$ cat src/rtl/cordic_vec_angle.sv
// rtl/cordic_vec_angle.sv - iterative vectoring CORDIC producing direction word and scaled magnitude
module cordic_vec_angle #(
    parameter int BITWIDTH   = 18,
    parameter int CORDIC_NUM = 14
) (
    input  logic                        clk,
    input  logic                        rst_n,
    input  logic                        in_valid,
    output logic                        in_ready,
    input  logic signed [BITWIDTH-1:0]  X_i,
    input  logic signed [BITWIDTH-1:0]  Y_i,
    output logic                        out_valid,
    input  logic                        out_ready,
    output logic [CORDIC_NUM-1:0]       d_o,
    output logic                        neg_o,
    output logic signed [BITWIDTH-1:0]  mag_o
);

    localparam int W  = BITWIDTH + 2;
    localparam int PW = W + 16;
    localparam int CW = $clog2(CORDIC_NUM);
    localparam logic [14:0]           K       = 15'b010011011011101;
    localparam logic [CW-1:0]         LAST    = CW'(CORDIC_NUM - 1);
    localparam logic signed [PW-1:0]  MAG_MAX = PW'((64'sd1 <<< (BITWIDTH - 1)) - 1);

    typedef enum logic [1:0] {IDLE, ITER, SCALE, DONE} state_t;

    state_t                 state, state_nx;
    logic signed [W-1:0]    xr, yr, x_in, y_in, xs, ys;
    logic [CW-1:0]          cnt;
    logic [CORDIC_NUM-1:0]  d;
    logic signed [PW-1:0]   prod, mag_full;
    logic signed [BITWIDTH-1:0] mag_sat;
    logic                   accept;

    assign in_ready  = (state == IDLE);
    assign out_valid = (state == DONE);
    assign accept    = in_valid && in_ready;

    // Guard bits make negating the most negative input exact.
    assign x_in = W'(X_i);
    assign y_in = W'(Y_i);
    assign xs   = xr >>> cnt;
    assign ys   = yr >>> cnt;
    assign prod = xr * $signed({1'b0, K});
    assign mag_full = prod >>> 14;

    always_comb begin
        mag_sat = mag_full[BITWIDTH-1:0];
        if (mag_full > MAG_MAX) begin
            mag_sat = {1'b0, {(BITWIDTH-1){1'b1}}};
        end else if (mag_full < 0) begin
            mag_sat = '0;
        end
    end

    always_ff @(posedge clk or negedge rst_n) begin
        if (!rst_n) begin
            state <= IDLE;
        end else begin
            state <= state_nx;
        end
    end

    always_comb begin
        state_nx = state;
        case (state)
            IDLE:    if (accept) state_nx = ITER;
            ITER:    if (cnt == LAST) state_nx = SCALE;
            SCALE:   state_nx = DONE;
            DONE:    if (out_ready) state_nx = IDLE;
            default: state_nx = IDLE;
        endcase
    end

    always_ff @(posedge clk or negedge rst_n) begin
        if (!rst_n) begin
            xr    <= '0;
            yr    <= '0;
            cnt   <= '0;
            d     <= '0;
            d_o   <= '0;
            neg_o <= 1'b0;
            mag_o <= '0;
        end else begin
            case (state)
                IDLE: begin
                    if (accept) begin
                        cnt <= '0;
                        d   <= '0;
                        if (X_i[BITWIDTH-1]) begin
                            xr    <= -x_in;
                            yr    <= -y_in;
                            neg_o <= 1'b1;
                        end else begin
                            xr    <= x_in;
                            yr    <= y_in;
                            neg_o <= 1'b0;
                        end
                    end
                end
                ITER: begin
                    // d=1 mirrors the rotation stage: X -= Y>>i, Y += X>>i.
                    if (yr[W-1]) begin
                        d[cnt] <= 1'b1;
                        xr     <= xr - ys;
                        yr     <= yr + xs;
                    end else begin
                        d[cnt] <= 1'b0;
                        xr     <= xr + ys;
                        yr     <= yr - xs;
                    end
                    cnt <= cnt + 1'b1;
                end
                SCALE: begin
                    mag_o <= mag_sat;
                    d_o   <= d;
                end
                default: ;
            endcase
        end
    end

endmodule
$ cat config.mk
export PLATFORM = sky130hd
export DESIGN_NAME = cordic_vec_angle
export DESIGN_NICKNAME = d
export VERILOG_FILES = /design/src/rtl/cordic_vec_angle.sv
export SDC_FILE = /design/constraint.sdc
export NUM_CORES = 1
export LEC_CHECK = 0
export ABC_AREA = 1
export BUFFER_PORTS_ARGS = -buffer_cell sky130_fd_sc_hd__buf_4
export CORE_UTILIZATION = 60
export DETAILED_ROUTE_END_ITERATION = 8
export PLACE_DENSITY = 0.88
export SYNTH_ARGS = -nofsm -noshare
export SYNTH_HDL_FRONTEND = slang
export SYNTH_SLANG_ARGS = --single-unit
export TNS_END_PERCENT = 5
$ cat constraint.sdc
create_clock -name clk -period 7.6 [get_ports clk]
set_input_delay 1.52 -clock clk [delete_from_list [all_inputs] [get_ports clk]]
set_output_delay 1.52 -clock clk [all_outputs]
set_load 0.02 [all_outputs]
* Word-level counts from Yosys, hierarchy flattened
Index checks and enable logic that the tools add are counted.
Storage, ports and cells: bits in registers 93, latch bits 0, memory bits (writable) 0, memory bits (read-only) 0, output and inout bits 35, word-level logic and storage cells 61, memories 0
Cells by class: add/sub/neg operators 7, multipliers 1, div/mod/pow operators 0, magnitude comparators 4, equality and inequality tests 7, shifts and indexed selects 2, multiplexer cells 22, bitwise gates (word level) 3, reductions and logical operators 7
Operator list (count):
- $mux W20 | 6
- $pmux W20 S2 | 2
- $add A20 B20 Y20 | 2
- $neg A18 Y20 | 2
- $sshr A20 B4 Y20 | 2
- $sub A20 B20 Y20 | 2
- $mux W18 | 2
- $mul A20 B15 Y35 const B | 1
- $mux W14 | 2
- $pmux W14 S2 | 1
- $gt A21 B18 Y1 const B | 1
- $lt A21 B1 Y1 const B | 1
- $and A14 B14 Y14 | 1
- $not A14 Y14 | 1
- $or A14 B14 Y14 | 1
- $pmux W2 S4 | 1
- $pmux W4 S2 | 1
- $mux W2 | 3
- $lt A4 B5 Y1 const B | 1
- $add A4 B1 Y4 const B | 1
- $demux W1 S4 | 1
- $eq A2 B2 Y1 const B | 2
- $eq A4 B4 Y1 const B | 1
- $ge A4 B1 Y1 const B | 1
- other kinds (10) | 14

* Depth between registers and ports, before layout
Gate-level depths: netlist of run 1.
word-level depth 8, depth in mapped cells 30, mapped depth without buffers 29

* Least setup slack after synthesis of run 1
OpenSTA, ideal clock, no wires.
kind reg-to-reg, start point register xr[16], end point register mag_o[10], arrival 5.232 ns, slack 2.245 ns, stages on the path, launching flop included 24, path buffers 1, clock period less this slack 5.355 ns, cells stage by stage dfrtp_1 ha_1 inv_1 fa_1 inv_1 fa_1 fa_1 fa_1 inv_1 fa_1 inv_1 ha_1 a21oi_1 o21ai_0 a21oi_1 o21a_1 nand2_1 nand2_1 nand2_1 nand3_2 inv_1 nand2_2 buf_2 nand2_1
On the way: cells in the longest elaborated chain, start to end 4
Ends and longest elaborated chain:
- from (decl) | RTL line 29 | logic signed [W-1:0] xr, yr, x_in, y_in, xs, ys;
- from (signal assigned) | RTL line 92 | xr <= -x_in;
- from (signal assigned) | RTL line 96 | xr <= x_in;
- from (signal assigned) | RTL line 106 | xr <= xr - ys;
- $mul A20 B15 Y35 * | RTL line 45 | assign prod = xr * $signed({1'b0, K});
- $lt A21 B1 Y1 | RTL line 52 | end else if (mag_full < 0) begin
- $mux W18 | RTL line 52
- $mux W18 * | RTL line 50 | if (mag_full > MAG_MAX) begin
- to (signal assigned) | RTL line 116 | mag_o <= mag_sat;
- to (decl) | RTL line 16 | output logic signed [BITWIDTH-1:0] mag_o
Every way passes the cells marked *; elsewhere a longest branch is shown, timed or not. A chain may end at the register's enable or synchronous reset.

* Worst setup path after layout of run 1
start point register xr[16], end point register mag_o[9]
Same word-level chain as after synthesis.

==> reports/qor.yml, run 1 <==
setup_viol: 0
hold_viol: 0
grt_setup_unrepaired: "no"
num_vias: 15700
core.rowCount: 59
clock_latency_ps: 370
cap_violations: 0
yosysTopAreaCell: "fa_1"
grt_pass1_wl_um: 73400
clk_pin_slew_worst_paths_ps: 80
htreeDepth: 3
multiInputGateArea_mm2: 0.0118
criticalPathCategory: "reg2reg"
synth_edf_count: 0
post_cts_resized: 0
ys_ff_latch: 93
wl_per_cell_um: 17.0
fmax_mhz: 159
cts_tree: "done"
path_cells: "ha_1, inv_1, fa_1, inv_1, fa_1, fa_1, fa_1, inv_1, fa_1, inv_1, ha_1, nand2_1, o21ai_0, a21oi_1, o21a_1, nand2_1, nand3_1, nand3_2, inv_1, nand2_2, nand2_1"
grt.total_usage: 0.346
antenna_found_initial: 1
synth_top_cell_area_share: 0.157
wl_met2_um: 20800
finalMaxSlewViolations: 0
clockBufferDepth: 2
drt_first_pass_iters: 7
port_buffers: 74
grt_overflow: 0
async_flop_share: 1.00
antenna_cells: 0
die_w_um: 165
finalSetupTns_ps: 0
dp_cells: 2696
via_per_inst: 5.79
ant_nets: 0
syn2layout_area_growth_pct: 6.42
slowest_stage: "dfrtp_1"
fin_crit_ps: 6310
io_pins: 75
drive_above_1_share: 0.0581
critPathLaunchType: "register"
cp_max_fo: 17
cp.required_ps: 7840
ys.flop_type: "dfrtp_1"
syn_avg_cell_area_um2: 6.80
min_path_type: "reg2reg"
regArea_mm2: 0.00233
fillCellCount: 2360
die_area_mm2: 0.0272
drc: 0
ys_top_cells_by_area: "fa_1 16%, dfrtp_1 15%, ha_1 14%"
worst_pin_slew_ps: 1050
fin_nets: 2714
worstPathArrival_ps: 6550
first_iter_violations: 1557
wl_met3_um: 4390
pre_cts_slack_ps: 1390
core_mm2: 0.0261
grt_max_degree: 66
m1WireLength_um: 19800
totalWireLength_um: 46000
fin_area_mm2: 0.0170
synth_seq_area_share: 0.146
gp_congestion: 0.993
post_cts_buffers: 0
finalNonFillerCells: 2712
dp_hpwl_um: 37500
die_y_um: 165
yosys_warnings: 0
cp_slowest_stage_delay_ps: 590
finalClockSkew_ps: 15.4
syn_area_mm2: 0.0160
status: "completed"
placed_cell_area_mm2: 0.0167
routed.top_layer: "met4"
ctsHoldBuffers: 0
cts.sinks: 93
period_share: 0.830
start_util: 0.612
synthCells: 2345
grt_pass1_vias: 14700
timing.slew.headroom: 0.298
cp-end-kind: "register"
clockRootBuffer: "clkbuf_16"
synthDistinctLibCells: 46
cts_made_buffers: 9
worst_slack_ps: 1290
synth_nets: 2687
[worst paths after layout]
check,startpoint,to,slack [ps],cells past startpoint
max reg2reg,xr[16]$_DFFE_PN0P_,mag_o[9]$_DFFE_PN0P_,1290,21
min reg2reg,d_o[0]$_DFFE_PN0P_,d_o[0]$_DFFE_PN0P_,480,2
min,d_o[0]$_DFFE_PN0P_,d_o[0]$_DFFE_PN0P_,480,2
max,xr[16]$_DFFE_PN0P_,mag_o[9]$_DFFE_PN0P_,1290,21
min in group asynchronous,rst_n,xr[11]$_DFFE_PN0P_,1110,1
max in group asynchronous,rst_n,state[0]$_DFFE_PN0P_,5280,2
[area by class of cell]
type                    instances  area share
clock inverters                 7     0.00472
multi-input cells            1783       0.694
inverters                     400      0.0884
clock buffers                   9      0.0133
flip-flops and latches         93       0.137
well taps                     335      0.0247
repair buffers                 85      0.0376
[metrics by stage]
| step | util | hold WS, ps |
|---|---|---|
| final | 0.651 | 481 |
| after CTS | 0.651 | 480 |
| after global placement | 0.640 | 456 |
| after detailed placement | 0.640 | 461 |
| after global routing | 0.651 | 525 |
| after floorplan | - | 444 |
[sequential cells by signal, summed over array words and instances, names as in the netlist]
name	cells
xr	20
yr	20
mag_o	18
d	14
d_o	14
cnt	4
state	2
neg_o	1
[critical path, delay by kind of cell, from the launching register on]
kind            cells  cell delay, ps
fa+ha+maj           7            3400
compound gates      3             680
buf+inv             5             320
simple gates        6            1190
flops               1             590
[synth_stat cells, drive strengths merged, types with 10 or more instances]
| library cell | number |
|---|---|
| a21o | 10 |
| inv | 398 |
| a31oi | 25 |
| nand2 | 577 |
| nand4 | 30 |
| buf | 38 |
| xor2 | 48 |
| dfrtp | 93 |
| o21bai | 12 |
| clkbuf | 31 |
| fa | 125 |
| o211ai | 15 |
| nor2 | 183 |
| nand3 | 203 |
| ha | 177 |
| xnor2 | 16 |
| o21ai | 157 |
| nor3 | 15 |
| a21oi | 139 |
[routing by layer]
metal / track usage / vias up
li1: - / 7609
met5: 0 / -
met4: 0.0980 / 0
met2: 0.552 / 666
met1: 0.476 / 7357
met3: 0.0679 / 68
[cell usage in the layout (no fill, tap or decap), types with 5 or more instances in the layout]
| master | instances |
|---|---|
| a21o_1 | 10 |
| a21oi_1 | 139 |
| a31oi_1 | 25 |
| buf_4 | 85 |
| clkbuf_16 | 9 |
| dfrtp_1 | 93 |
| fa_1 | 125 |
| ha_1 | 177 |
| inv_1 | 390 |
| inv_2 | 8 |
| nand2_1 | 570 |
| nand2_2 | 7 |
| nand3_1 | 200 |
| nand3b_1 | 9 |
| nand4_1 | 30 |
| nor2_1 | 172 |
| nor2_2 | 8 |
| nor3_1 | 15 |
| o211ai_1 | 15 |
| o21ai_0 | 146 |
| o21ai_1 | 9 |
| o21bai_1 | 12 |
| o22ai_1 | 7 |
| o31ai_1 | 5 |
| or2_2 | 6 |
| xnor2_1 | 16 |
| xor2_1 | 48 |
[kinds of logic (layout without fill, tap and decap cells)]
family / count (synthesis) / after routing / share of synthesized area
flip-flops: 93 / 93 / 0.146
XOR/XNOR: 64 / 64 / 0.0351
adder cells (fa/ha/maj): 302 / 302 / 0.296
AO/OA/AOI/OAI: 387 / 387 / 0.134
buffers and inverters: 469 / 501 / 0.116
AND/OR/NAND/NOR: 1030 / 1030 / 0.273
Power of run 1 is not shown: default switching activity piles up to over one toggle a cycle in this logic, so the estimate is an artifact.
==> inputs of run 2 (changes only) <==
--- a/config.mk
+++ b/config.mk
@@ -5,7 +5,7 @@
 export SDC_FILE = /design/constraint.sdc
 export NUM_CORES = 1
 export LEC_CHECK = 0
-export ABC_AREA = 1
+export ABC_AREA = 0
 export BUFFER_PORTS_ARGS = -buffer_cell sky130_fd_sc_hd__buf_4
 export CORE_UTILIZATION = 60
 export DETAILED_ROUTE_END_ITERATION = 8
==> constraint.sdc (replaced) <==
create_clock -name clk -period 6.4 [get_ports clk]
set_input_delay 1.28 -clock clk [delete_from_list [all_inputs] [get_ports clk]]
set_output_delay 1.28 -clock clk [all_outputs]
set_load 0.02 [all_outputs]
==> run 2 against run 1 <==
Net effect: area after synthesis down 5.0%; worst hold slack improved by 6.3 ps; count of clock-buffer cells in the layout stayed put; clock skew down 0.66 ps; core utilization is 2.1 points higher; synthesized cell count is 27% lower; worst setup slack got worse by 1000 ps; final area shrank 2.8%; die area decreased by 4.9%.
==> reports/qor.yml, run 2 <==
status: "completed"
criticalPathCategory: "reg2reg"
core_mm2: 0.0245  # -5.9%
fin_nets: 2113  # -22%
clk_pin_slew_worst_paths_ps: 80  # about the same
setup_viol: 0  # unchanged
antenna_found_initial: 1  # unchanged
r2r_start: "xr[10]$_DFFE_PN0P_"
grt_pass1_wl_um: 65400  # -11%
grt.total_usage: 0.318  # -0.0279
ys.flop_type: "dfrtp_1"
ys_top_cells_by_area: "fa_1 17%, dfrtp_1 15%, ha_1 15%"
grt_pass1_vias: 12700  # -14%
first_iter_violations: 1311  # -16%
finalClockSkew_ps: 14.7  # -0.662 ps
placed_cell_area_mm2: 0.0161  # -3.2%
clock_latency_ps: 360  # about the same
worstHoldStart: "neg_o$_DFFE_PN0P_"
gp_congestion: 0.992  # about the same
cp-end-kind: "register"
whs_endpoint: "neg_o$_DFFE_PN0P_"
synth_edf_count: 0  # unchanged
final_cell_mix: "254 x inv_1, 173 x ha_1, 130 x o21ai_0"
die_area_mm2: 0.0259  # -4.9%
regArea_mm2: 0.00233  # +0.32%
drive_above_1_share: 0.139  # +0.0810
cp.required_ps: 6650  # -1190 ps
ys_ff_latch: 93  # unchanged
grt_overflow: 0  # unchanged
synth_nets: 2047  # -24%
finalSetupTns_ps: 0  # unchanged
min_path_type: "reg2reg"
pre_cts_slack_ps: -42.5  # -1430 ps
yosysTopAreaCell: "fa_1"
timing.slew.headroom: 0.239  # -0.0586
synthDistinctLibCells: 73  # +59%
final_common_cell: "inv_1"
critPathLaunchType: "register"
hold_viol: 0  # unchanged
fin_area_mm2: 0.0165  # -2.8%
via_per_inst: 6.21  # +7.3%
r2r_cells: 20  # -4.8%
worst_slack_ps: 249  # -1040 ps
ant_nets: 0  # unchanged
syn_avg_cell_area_um2: 8.89  # +31%
cts_made_buffers: 9  # unchanged
crit_path_frequent_cell: "fa_1"
yosys_warnings: 0  # unchanged
worstPathArrival_ps: 6400  # -150 ps
cap_violations: 0  # unchanged
drc: 0  # unchanged
wl_per_cell_um: 19.2  # +13%
port_buffers: 74  # unchanged
io_pins: 75  # unchanged
totalWireLength_um: 40300  # -12%
ys_top_cells_by_count: "254 x inv_1, 177 x ha_1, 131 x o21ai_0, 125 x fa_1, 124 x a21oi_1"
syn_area_mm2: 0.0152  # -5.0%
fmax_mhz: 163  # +2.6%
die_w_um: 161  # -2.5%
synth_top_cell_area_share: 0.165  # +0.00819
cp-startpoint: "xr[10]$_DFFE_PN0P_"
slowest_stage: "fa_1"
cts.sinks: 93  # unchanged
r2r_slack_ps: 250  # -1040 ps
die_y_um: 161  # -2.5%
core.rowCount: 57  # -3.4%
path_cells: "buf_4, ha_1, inv_1, fa_1, fa_1, fa_1, inv_1, fa_1, fa_1, ha_1, a211oi_1, o21ai_0, a221oi_2, a22oi_2, a21oi_2, a21oi_2, a21oi_1, nor2_2, or3_1, a22o_1"
syn2layout_area_growth_pct: 8.83
reg2reg_to: "mag_o[14]$_DFFE_PN0P_"
num_vias: 13100  # -17%
cp_max_fo: 8  # -9
synthCells: 1705  # -27%
clockRootBuffer: "clkbuf_16"
drt_first_pass_iters: 6  # -1
multiInputGateArea_mm2: 0.0116  # -1.9%
start_util: 0.618  # +0.00578
grt_max_degree: 50  # -24%
worstHoldPathCells: 2  # unchanged
fin_crit_ps: 6150  # -157 ps
reg.largest.list: "xr x20, yr x20, mag_o x18"
cp_slowest_stage_delay_ps: 500  # -90 ps
synth_seq_area_share: 0.154  # +0.00762
htreeDepth: 3  # unchanged
async_flop_share: 1.00  # unchanged
post_cts_buffers: 0  # unchanged
dp_hpwl_um: 31900  # -15%
worst_pin_slew_ps: 1140  # +89.0 ps
period_share: 0.961  # +0.131
whs_ps: 487  # +6.26 ps
synth_most_common_cell: "inv_1"
clockBufferDepth: 2  # unchanged
fillCellCount: 1941  # -18%
finalMaxSlewViolations: 0  # unchanged
cts_tree: "done"
[run 2: what timing repair did]
action / in CTS / in global routing
gates resized for setup: 1 / 11
hold endpoints to repair: 0 / 0
hold buffers: 0 / 0
cloned: 0 / 0
pin swaps: 0 / 2
setup endpoints to repair: 11 / 17
[run 2: per-layer routing]
| metal | share of wire | vias up | global-route usage |
|---|---|---|---|
| met5 | 0 | - | 0 |
| met1 | 0.41 | 6346 | 0.434 |
| met3 | 0.088 | 78 | 0.0532 |
| li1 | - | 6000 | - |
| met4 | 0.021 | 0 | 0.0746 |
| met2 | 0.48 | 628 | 0.530 |
[run 2: critical path, delay by kind of cell, from the launching register on]
| kind | cells | cell delay (ps) |
|---|---|---|
| adder cells (fa/ha/maj) | 7 | 2970 |
| flip-flops | 1 | 480 |
| AO/OA/AOI/OAI | 8 | 1810 |
| AND/OR/NAND/NOR | 2 | 460 |
| buffers and inverters | 3 | 310 |
[run 2: area by class of cell]
class / instances / share of cell area
diodes: 1 / 0.000152
multi-input cells: 1289 / 0.701
flip-flops and latches: 93 / 0.142
clock inverters: 7 / 0.00531
well taps: 324 / 0.0246
repair buffers: 123 / 0.0560
clock buffers: 9 / 0.0136
inverters: 255 / 0.0580
[run 2: through the flow]
stage,util,std cells
global placement,0.658,2084
global route,0.672,2100
CTS,0.671,2100
finish,0.673,2101
detailed placement,0.658,2084
floorplan,-,1705
[run 2: worst max-delay path by stage]
stage | slack (ps) | cells after the start | end
3_5_place_dp | -40 | 20 | mag_o[5]$_DFFE_PN0P_
6_report | 250 | 20 | mag_o[14]$_DFFE_PN0P_
4_1_cts | 6 | 23 | mag_o[5]$_DFFE_PN0P_
3_3_place_gp | 160 | 23 | mag_o[0]$_DFFE_PN0P_
5_1_grt | -90 | 22 | mag_o[0]$_DFFE_PN0P_
2_1_floorplan | 330 | 22 | mag_o[10]$_DFFE_PN0P_
[run 2: cells by family (layout without fill, tap and decap cells)]
family	after synthesis	after routing	synth area share
buf+inv	323	394	0.0872
flops	93	93	0.154
fa+ha+maj	302	302	0.311
other cells	0	1	0
xor+xnor	116	116	0.0680
simple gates	369	369	0.115
mux	99	99	0.105
compound gates	403	403	0.160
Power of run 2 is left out for the same reason.
==> inputs of run 3 (changes only) <==
--- a/config.mk
+++ b/config.mk
@@ -5,7 +5,7 @@
 export SDC_FILE = /design/constraint.sdc
 export NUM_CORES = 1
 export LEC_CHECK = 0
-export ABC_AREA = 0
+export ABC_AREA = 1
 export BUFFER_PORTS_ARGS = -buffer_cell sky130_fd_sc_hd__buf_4
 export CORE_UTILIZATION = 60
 export DETAILED_ROUTE_END_ITERATION = 8
==> run 3 against run 2 <==
Net effect: clock skew is 1.0 ps higher; die area is 5.2% higher; core utilization is 1.6 points lower; count of clock-buffer cells in the layout stayed put; final cell count is 30% higher; worst setup slack better by 100 ps; via count is 22% higher; global-route usage is 5.1 points higher; critical path depth is 1 higher; sequential cell count stayed put; non-clock buffer count is 22 lower; worst hold slack worse by 5.5 ps; highest routed layer unchanged.
==> reports/qor.yml, run 3 (synthesis gave the netlist of run 1 again) <==
syn2layout_area_growth_pct: 7.26
drt_first_pass_iters: 7  # +1
finalClockSkew_ps: 15.8  # +1.02 ps
period_share: 0.945  # -0.0162
hold_viol: 0  # unchanged
dp_hpwl_um: 40200  # +26%
cp_max_fo: 17  # +9
whs_ps: 481  # -5.53 ps
ant_nets: 0  # unchanged
cts_tree: "done"
grt_overflow: 0  # unchanged
num_vias: 15900  # +22%
core_mm2: 0.0261  # +6.2%
r2r_slack_ps: 350  # +100 ps
finalMaxSlewViolations: 0  # unchanged
gp_congestion: 1.02  # +3.3%
cp_slowest_stage_delay_ps: 560  # +60 ps
drive_above_1_share: 0.0677  # -0.0714
path_cells: "buf_4, ha_1, ha_1, fa_1, fa_1, fa_1, inv_1, fa_1, inv_1, ha_1, a21oi_1, o21ai_0, a21oi_1, o21a_1, nand2_1, nand2_1, nand2_1, nand3_2, inv_1, nand2_2, nand2_1"
finalSetupTns_ps: 0  # unchanged
io_pins: 75  # unchanged
fin_crit_ps: 6050  # -103 ps
antenna_cells: 0  # -1
via_per_inst: 5.83  # -6.2%
cts_made_buffers: 9  # unchanged
grt_setup_unrepaired: "no"
wl_per_cell_um: 18.1  # -5.8%
final_cell_mix: "570 x nand2_1, 390 x inv_1, 200 x nand3_1"
fin_nets: 2730  # +29%
worst_pin_slew_ps: 1210  # +72.5 ps
clk_pin_slew_worst_paths_ps: 80  # about the same
critPathLaunchType: "register"
timing.slew.headroom: 0.190  # -0.0492
die_y_um: 165  # +2.5%
cap_violations: 0  # unchanged
crit_family: "adder cells"
grt_pass1_vias: 14800  # +16%
first_iter_violations: 1638  # +25%
die_w_um: 165  # +2.5%
grt_pass1_wl_um: 76700  # +17%
htreeDepth: 3  # unchanged
cp.buffers_inverters: 4  # +1
criticalPathCategory: "reg2reg"
totalWireLength_um: 49300  # +22%
cp.required_ps: 6650  # about the same
final_common_cell: "nand2_1"
grt.total_usage: 0.369  # +0.0506
min_path_type: "reg2reg"
clockBufferDepth: 2  # unchanged
die_area_mm2: 0.0272  # +5.2%
antenna_found_initial: 0  # -1
reg.largest.list: "xr x20, yr x20, mag_o x18"
cp-end-kind: "register"
core.rowCount: 59  # +3.5%
clockRootBuffer: "clkbuf_16"
port_buffers: 74  # unchanged
drc: 0  # unchanged
fmax_mhz: 165  # +1.7%
status: "completed"
cts.sinks: 93  # unchanged
clock_latency_ps: 370  # about the same
start_util: 0.612  # -0.00578
worstPathArrival_ps: 6290  # -110 ps
fillCellCount: 2364  # +22%
ctsHoldBuffers: 0  # unchanged
grt_max_degree: 68  # +36%
slowest_stage: "fa_1"
setup_viol: 0  # unchanged
-- run 3: cell count changes in the layout (fill, tap and decap cells not counted), sizes merged, moves of 24 or more --
cell	change
mux2	-34
xnor2	-49
nand2	+462
o21ai	+24
nor2	+73
nand3	+172
inv	+142
mux4	-44
-- run 3: path summary, 6_finish.rpt --
| check | start | to | depth (start not counted) |
|---|---|---|---|
| setup / recovery | xr[19]$_DFFE_PN0P_ | mag_o[0]$_DFFE_PN0P_ | 21 |
| hold / removal | d_o[2]$_DFFE_PN0P_ | d_o[2]$_DFFE_PN0P_ | 2 |
| setup reg to reg | xr[19]$_DFFE_PN0P_ | mag_o[0]$_DFFE_PN0P_ | 21 |
| hold reg to reg | d_o[2]$_DFFE_PN0P_ | d_o[2]$_DFFE_PN0P_ | 2 |
| max in group asynchronous | rst_n | d[8]$_DFFE_PN0P_ | 2 |
| min in group asynchronous | rst_n | mag_o[14]$_DFFE_PN0P_ | 1 |
-- run 3: tightest hold or removal path: cells and delay by family, from the launching register on --
kind,cells,cell delay [ps]
flip-flops,1,360
AND/OR/NAND/NOR,2,90
-- run 3: metrics by stage --
stage	cell area (µm²)	setup slack, ps	std cells	utilization
after floorplan	16000	1050	2345	-
after global placement	16800	215	2709	0.643
final	17100	353	2728	0.657
after CTS	17100	148	2725	0.655
after detailed placement	16800	160	2709	0.643
after global routing	17100	9.40	2728	0.657
-- run 3: routing by layer --
layer,routed length (µm),track usage
met5,0,0
met1,22200,0.530
met2,21100,0.551
met4,911,0.0897
met3,5150,0.0937
-- run 3: layout make-up --
class | instances | area (µm²) | share of cell area
clock inverters | 7 | 80.1 | 0.00468
well taps | 335 | 419 | 0.0245
multi-input cells | 1783 | 11800 | 0.689
inverters | 400 | 1500 | 0.0877
clock buffers | 9 | 225 | 0.0132
flip-flops and latches | 93 | 2330 | 0.136
repair buffers | 101 | 758 | 0.0443
-- run 3: what timing repair did --
item,CTS,global route
buffers inserted,0,3
setup endpoints to repair,0,17
gates resized for setup,0,8
Power of run 3 is left out for the same reason.
